[config.mk]
export PLATFORM = sky130hd
export DESIGN_NAME = multiplier_32fp
export DESIGN_NICKNAME = d
export VERILOG_FILES = /design/src/rtl/multiplier_32fp.sv
export SDC_FILE = /design/constraint.sdc
export NUM_CORES = 2
export LEC_CHECK = 0
export ABC_AREA = 1
export BUFFER_PORTS_ARGS = -buffer_cell sky130_fd_sc_hd__buf_2
export CAP_MARGIN = 20
export CORE_MARGIN = 2
export CORE_UTILIZATION = 68
export DETAILED_ROUTE_END_ITERATION = 10
export PLACE_DENSITY_LB_ADDON = 0.3
export RECOVER_POWER = 50
export SLEW_MARGIN = 20
export SYNTH_ARGS = -nofsm -noshare
export SYNTH_HDL_FRONTEND = slang
export SYNTH_SLANG_ARGS = --single-unit
export TNS_END_PERCENT = 20
[constraint.sdc]
create_clock -name clk -period 10.6 [get_ports clk]
set_clock_uncertainty 0.2 [all_clocks]
set_input_delay 1.06 -clock clk [delete_from_list [all_inputs] [get_ports clk]]
set_output_delay 1.06 -clock clk [all_outputs]
set_load 0.01 [all_outputs]
[src/rtl/multiplier_32fp.sv]
// Multi-cycle IEEE-754 binary32 multiplier with a start/done handshake.
// Round-to-nearest-even, subnormal inputs flushed to zero, no subnormal
// outputs. Flags NaN, infinity, overflow and underflow results.
module multiplier_32fp (
  input  logic        clk,
  input  logic        rst_n,
  input  logic [31:0] a_i,
  input  logic [31:0] b_i,
  input  logic        start_i,
  output logic        done_o,
  output logic        nan_o,
  output logic        inifinit_o,
  output logic        overflow_o,
  output logic        underflow_o,
  output logic [31:0] product_o
);

  typedef enum logic [2:0] {
    IDLE  = 3'd0,
    MULT  = 3'd1,
    NORM  = 3'd2,
    ROUND = 3'd3,
    DONE  = 3'd4
  } state_t;

  state_t state, state_nxt;

  // latched operands
  logic [31:0] a_q, b_q;

  // pipeline of the single operation
  logic              sign_q;
  logic signed [9:0] exp_q;
  logic [47:0]       prod_q;
  logic [23:0]       mant_q;
  logic              guard_q;
  logic              sticky_q;
  logic              nan_case_q;
  logic              inf_case_q;
  logic              zero_case_q;

  // operand classification (exponent 0 covers zero and flushed subnormals)
  logic [7:0]  a_exp, b_exp;
  logic [22:0] a_frac, b_frac;
  logic        a_nan, b_nan, a_inf, b_inf, a_zero, b_zero;
  logic [9:0]  exp_sum;
  logic [47:0] mant_a, mant_b;

  // rounding / packing
  logic              round_up;
  logic [24:0]       mant_sum;
  logic [23:0]       mant_fin;
  logic signed [9:0] exp_fin;
  logic [31:0]       res_prod;
  logic              res_nan, res_inf, res_ovf, res_unf;

  // State register
  always_ff @(posedge clk or negedge rst_n) begin
    if (!rst_n) state <= IDLE;
    else        state <= state_nxt;
  end

  // Next-state logic: fixed sequence, start only honoured in IDLE
  always_comb begin
    state_nxt = state;
    case (state)
      IDLE:    if (start_i) state_nxt = MULT;
      MULT:    state_nxt = NORM;
      NORM:    state_nxt = ROUND;
      ROUND:   state_nxt = DONE;
      DONE:    state_nxt = IDLE;
      default: state_nxt = IDLE;
    endcase
  end

  // Output decode: done pulses for the single DONE cycle
  always_comb begin
    done_o = (state == DONE);
  end

  // Operand classification and exponent/mantissa preparation
  always_comb begin
    a_exp   = a_q[30:23];
    b_exp   = b_q[30:23];
    a_frac  = a_q[22:0];
    b_frac  = b_q[22:0];
    a_nan   = (a_exp == 8'hFF) && (a_frac != '0);
    b_nan   = (b_exp == 8'hFF) && (b_frac != '0);
    a_inf   = (a_exp == 8'hFF) && (a_frac == '0);
    b_inf   = (b_exp == 8'hFF) && (b_frac == '0);
    a_zero  = (a_exp == 8'h00);
    b_zero  = (b_exp == 8'h00);
    exp_sum = {2'b00, a_exp} + {2'b00, b_exp} - 10'd127;
    mant_a  = {24'd0, 1'b1, a_frac};
    mant_b  = {24'd0, 1'b1, b_frac};
  end

  // Rounding, range check and result selection in priority order
  always_comb begin
    round_up = guard_q & (sticky_q | mant_q[0]);
    mant_sum = {1'b0, mant_q} + {24'd0, round_up};
    if (mant_sum[24]) begin
      mant_fin = mant_sum[24:1];
      exp_fin  = exp_q + 10'sd1;
    end else begin
      mant_fin = mant_sum[23:0];
      exp_fin  = exp_q;
    end

    res_prod = '0;
    res_nan  = 1'b0;
    res_inf  = 1'b0;
    res_ovf  = 1'b0;
    res_unf  = 1'b0;
    if (nan_case_q) begin
      res_prod = 32'h7FC0_0000;
      res_nan  = 1'b1;
    end else if (inf_case_q) begin
      res_prod = {sign_q, 8'hFF, 23'd0};
      res_inf  = 1'b1;
    end else if (zero_case_q) begin
      res_prod = {sign_q, 31'd0};
    end else if (exp_fin >= 10'sd255) begin
      res_prod = {sign_q, 8'hFF, 23'd0};
      res_inf  = 1'b1;
      res_ovf  = 1'b1;
    end else if (exp_fin <= 10'sd0) begin
      res_prod = {sign_q, 31'd0};
      res_unf  = 1'b1;
    end else begin
      res_prod = {sign_q, exp_fin[7:0], mant_fin[22:0]};
    end
  end

  // Datapath: one stage of work per state
  always_ff @(posedge clk or negedge rst_n) begin
    if (!rst_n) begin
      a_q         <= '0;
      b_q         <= '0;
      sign_q      <= 1'b0;
      exp_q       <= '0;
      prod_q      <= '0;
      mant_q      <= '0;
      guard_q     <= 1'b0;
      sticky_q    <= 1'b0;
      nan_case_q  <= 1'b0;
      inf_case_q  <= 1'b0;
      zero_case_q <= 1'b0;
    end else begin
      case (state)
        IDLE: begin
          if (start_i) begin
            a_q <= a_i;
            b_q <= b_i;
          end
        end
        MULT: begin
          sign_q      <= a_q[31] ^ b_q[31];
          exp_q       <= signed'(exp_sum);
          prod_q      <= mant_a * mant_b;
          nan_case_q  <= a_nan | b_nan | (a_zero & b_inf) | (a_inf & b_zero);
          inf_case_q  <= a_inf | b_inf;
          zero_case_q <= a_zero | b_zero;
        end
        NORM: begin
          if (prod_q[47]) begin
            mant_q   <= prod_q[47:24];
            guard_q  <= prod_q[23];
            sticky_q <= |prod_q[22:0];
            exp_q    <= exp_q + 10'sd1;
          end else begin
            mant_q   <= prod_q[46:23];
            guard_q  <= prod_q[22];
            sticky_q <= |prod_q[21:0];
          end
        end
        default: ;
      endcase
    end
  end

  // Result registers: loaded only on ROUND -> DONE, held otherwise
  always_ff @(posedge clk or negedge rst_n) begin
    if (!rst_n) begin
      product_o   <= '0;
      nan_o       <= 1'b0;
      inifinit_o  <= 1'b0;
      overflow_o  <= 1'b0;
      underflow_o <= 1'b0;
    end else if (state == ROUND) begin
      product_o   <= res_prod;
      nan_o       <= res_nan;
      inifinit_o  <= res_inf;
      overflow_o  <= res_ovf;
      underflow_o <= res_unf;
    end
  end

endmodule

==> results.md <==
* Status: finished, violations left
* Failing checks: max-capacitance violations, max-slew violations
* Top area cells in the synthesized netlist: fa_1 (33%), dfrtp_1 (16%), inv_1 (14%), nand2_1 (12%), ha_1 (8.2%)
* Final Cycle Share at 0.717
* TritonCTS buffer count at 17
* H-Tree Depth at 4
* Setup_tns at 0 ns
* Arrival time at the worst endpoint at 7.67 ns
* Post-synthesis cell area at 29,300 µm²
* Worst Hold End: product_o[13]$_DFFE_PN0P_
* Register Area at ~4800 µm²
* Fin area at between 30,000 and 40,000 µm²
* Syn Nets at 4,574
* Crit-path cells: nand2_1, fa_1, inv_1, fa_1, inv_1, fa_1, fa_1, inv_1, fa_1, fa_1, inv_1, fa_1, inv_1, ha_1, inv_1, o21ai_0, a21oi_1, o21ai_0, a21oi_1, nand3_1, or2_2, nand3_1, o21ai_0
* Die ar. at 44,700 µm²
* Ys flop type: dfrtp_1
* Critical path's slowest cell: dfrtp_1
* Routed WL at 78.1 mm
* Final Hold Fails at 0
* R2R setup slack at 3.00 ns
* Root Driver: clkbuf_16
* I/O pin total at about 100
* # rows at 76
* Largest net degree at the start of global routing at 115
* Starting Density at 0.684
* Min-delay src: product_o[13]$_DFFE_PN0P_
* Leading area contributor after synthesis: fa_1
* Area of the core at 42,800 µm²
* Nets@finish at approximately 4,600
* Post-route minimum period at 7.60 ns
* CP startpoint kind: flop
* Drc violations at 0
* Least-Margin Pin Slew at 6.36 ns
* Post-CTS setup buffer count at 0
* Fillers at 3,423
* Area occupied by multi-input gates at between 15,000 and 20,000 µm²
* Max stage delay on crit path at 1.13 ns
* Reg2reg end: prod_q[40]$_DFFE_PN0P_
* Maxcap violations at 5
* Worst-path clk slew at 0.08 ns
* Dpl hpwl at 60.4 mm
* # diodes at 0
* CTS tree: done
* Slew HR at -3.24
* CP max FO at 25
* Share of layout cells above drive strength 1 at 0.0468
* Reg2Reg Depth at 23
* Vias in the first global route at around 25,000
* Path type of the worst setup path: reg -> reg
* Worst R2R Start: b_q[6]$_DFFE_PN0P_
* Yosys cell types at 45
* # resized after CTS at 0
* Die X at 211 µm
* Initial DRC count at 2,391
* I/O Buffers at 103
* Clk Latency, worst-skew pair at around 0.52 ns
* Clock Sinks at around 190
* Total Routing Usage GR at 0.370
* Most used cell, CP: fa_1
* Global-route wire length before repair at 127 mm
* Clk buf depth at 2
* CP endpoint kind: flop
* Vias/cell at 5.54
* Number of synthesized flops with an enable pin at 0
* F_max at 132 MHz
* Die Span Y at 211 µm
* Async SR Flop Fraction at 1.00
* RD Place Congestion at between 1 and 1.5
* Yosys warnings at 0
* Max-slew violation count at 340
* HP Class: reg -> reg
* Synthesized area per cell at 7.64 µm²
* Via count at 24,300
* Initial antenna violation count at 0
* # setup viols final at 0
* Total grt overflow at 0
* Top cell type's share of synthesized area at 0.330
* RSZ-0062 raised after global routing: no
* Min-Delay Path Depth at 2
* Per-cell routed wire length at 17.8 µm
* DP Area at 30,200 µm²
* Gate Count Post-Synth at 3,833
* Synth-to-Final Area Change at 4.92%
* #FFs+latches synth at roughly 190
* 1st-pass router iterations at 6
* Critical Path RT at between 10 and 15 ns
* Post-synthesis sequential area ratio at 0.163
* Post-CTS Hold Buffers at 0
* Post-DRT Antenna Nets at 0
## flip-flops by register name (all words and copies together) (netlist names)
signal       flops
state            3
mant_q          24
product_o       32
underflow_o      1
prod_q          48
zero_case_q      1
inifinit_o       1
inf_case_q       1
exp_q           10
b_q             32
sign_q           1
guard_q          1
overflow_o       1
nan_case_q       1
a_q             32
sticky_q         1
nan_o            1
## metrics by stage
stage,hold slack (ns),setup WS (ns),util,cells
2_1_floorplan,0.242,4.20,-,3833
3_3_place_gp,0.256,3.45,0.705,4363
3_5_place_dp,0.261,3.35,0.705,4363
4_1_cts,0.281,3.29,0.720,4395
5_1_grt,0.306,2.68,0.718,4395
6_report,0.283,3.00,0.718,4395
## worst max-delay path by stage
stage	end	cells after the start	startpoint	slack, ns
finish	prod_q[40]$_DFFE_PN0P_	23	b_q[6]$_DFFE_PN0P_	3.00
CTS	prod_q[40]$_DFFE_PN0P_	23	b_q[6]$_DFFE_PN0P_	3.29
detailed placement	prod_q[40]$_DFFE_PN0P_	23	b_q[9]$_DFFE_PN0P_	3.35
global route	prod_q[28]$_DFFE_PN0P_	25	b_q[4]$_DFFE_PN0P_	2.68
floorplan	prod_q[23]$_DFFE_PN0P_	26	b_q[1]$_DFFE_PN0P_	4.20
global placement	prod_q[40]$_DFFE_PN0P_	23	b_q[9]$_DFFE_PN0P_	3.45
## worst max-delay path: cells and delay by family, from the launching register on
family	cells	cell delay (ns)
fa+ha+maj	8	3.95
flops	1	1.13
simple gates	4	0.84
compound gates	5	0.81
buf+inv	6	0.43
## final cells by class
cell class                 instances  area share
sequential                       191       0.156
tap                              546      0.0222
timing repair buffer             144      0.0248
multi-input combinational       2395       0.645
inverter                        1087       0.133
clock inverter                    14     0.00562
clock buffer                      18      0.0143
## layout by cell type, fill, tap and decap left out, types with 4 or more instances in the layout
cell / instances
nand3_1: 115
o21ai_0: 125
nor2_1: 216
nor3_1: 25
a21oi_1: 112
or2_2: 17
buf_4: 37
nor4_1: 17
dfrtp_1: 191
nand2_1: 920
o21ai_1: 11
inv_8: 4
ha_1: 191
nand4_1: 31
inv_1: 1086
clkbuf_16: 17
fa_1: 483
a21boi_0: 5
xnor2_1: 13
clkbuf_1: 41
a31oi_1: 20
o211ai_1: 15
mux2_2: 14
xor2_1: 27
nand2_2: 4
o21bai_1: 8
buf_2: 66
## cells in the mapped netlist (2+ instances only)
| cell | count |
|---|---|
| inv_1 | 1085 |
| nand2_1 | 920 |
| fa_1 | 483 |
| nor2_1 | 216 |
| dfrtp_1 | 191 |
| ha_1 | 191 |
| clkbuf_1 | 155 |
| o21ai_0 | 124 |
| nand3_1 | 115 |
| a21oi_1 | 112 |
| nand4_1 | 31 |
| xor2_1 | 27 |
| nor3_1 | 24 |
| a31oi_1 | 20 |
| nor4_1 | 17 |
| or2_2 | 17 |
| o211ai_1 | 15 |
| mux2_2 | 14 |
| xnor2_1 | 13 |
| o21ai_1 | 12 |
| o21bai_1 | 8 |
| a21boi_0 | 5 |
| nand2_2 | 4 |
| a21o_1 | 3 |
| o21a_1 | 3 |
| buf_1 | 2 |
| buf_6 | 2 |
| nand2_4 | 2 |
| nand3_2 | 2 |
| nor2_4 | 2 |
| nor3_2 | 2 |
| o22ai_1 | 2 |
| o31ai_1 | 2 |
## per-layer routing
metal  track usage  vias to the layer above  share of wire  wire [µm]
li1              -                    11100              -          -
met1         0.474                    11600           0.38      29500
met3         0.102                      282           0.11       8590
met5        0.0100                        -        0.00037         29
met2         0.594                     1303           0.46      36100
met4         0.158                        2          0.049       3800
## cells by family (layout without fill, tap and decap cells)
group | after synthesis | in the layout | share of synthesized area
xor gates and xnor gates | 40 | 40 | 0.0120
adders and majority gates | 674 | 674 | 0.412
buffers and inverters | 1247 | 1263 | 0.160
muxes | 16 | 16 | 0.00650
and+or+nand+nor | 1356 | 1356 | 0.189
AOI/OAI and AO/OA | 309 | 309 | 0.0573
DFF | 191 | 191 | 0.163
Power is left out: the tool's default activity adds up to more than one toggle a clock period on the data nets, which glitch-free logic cannot reach.
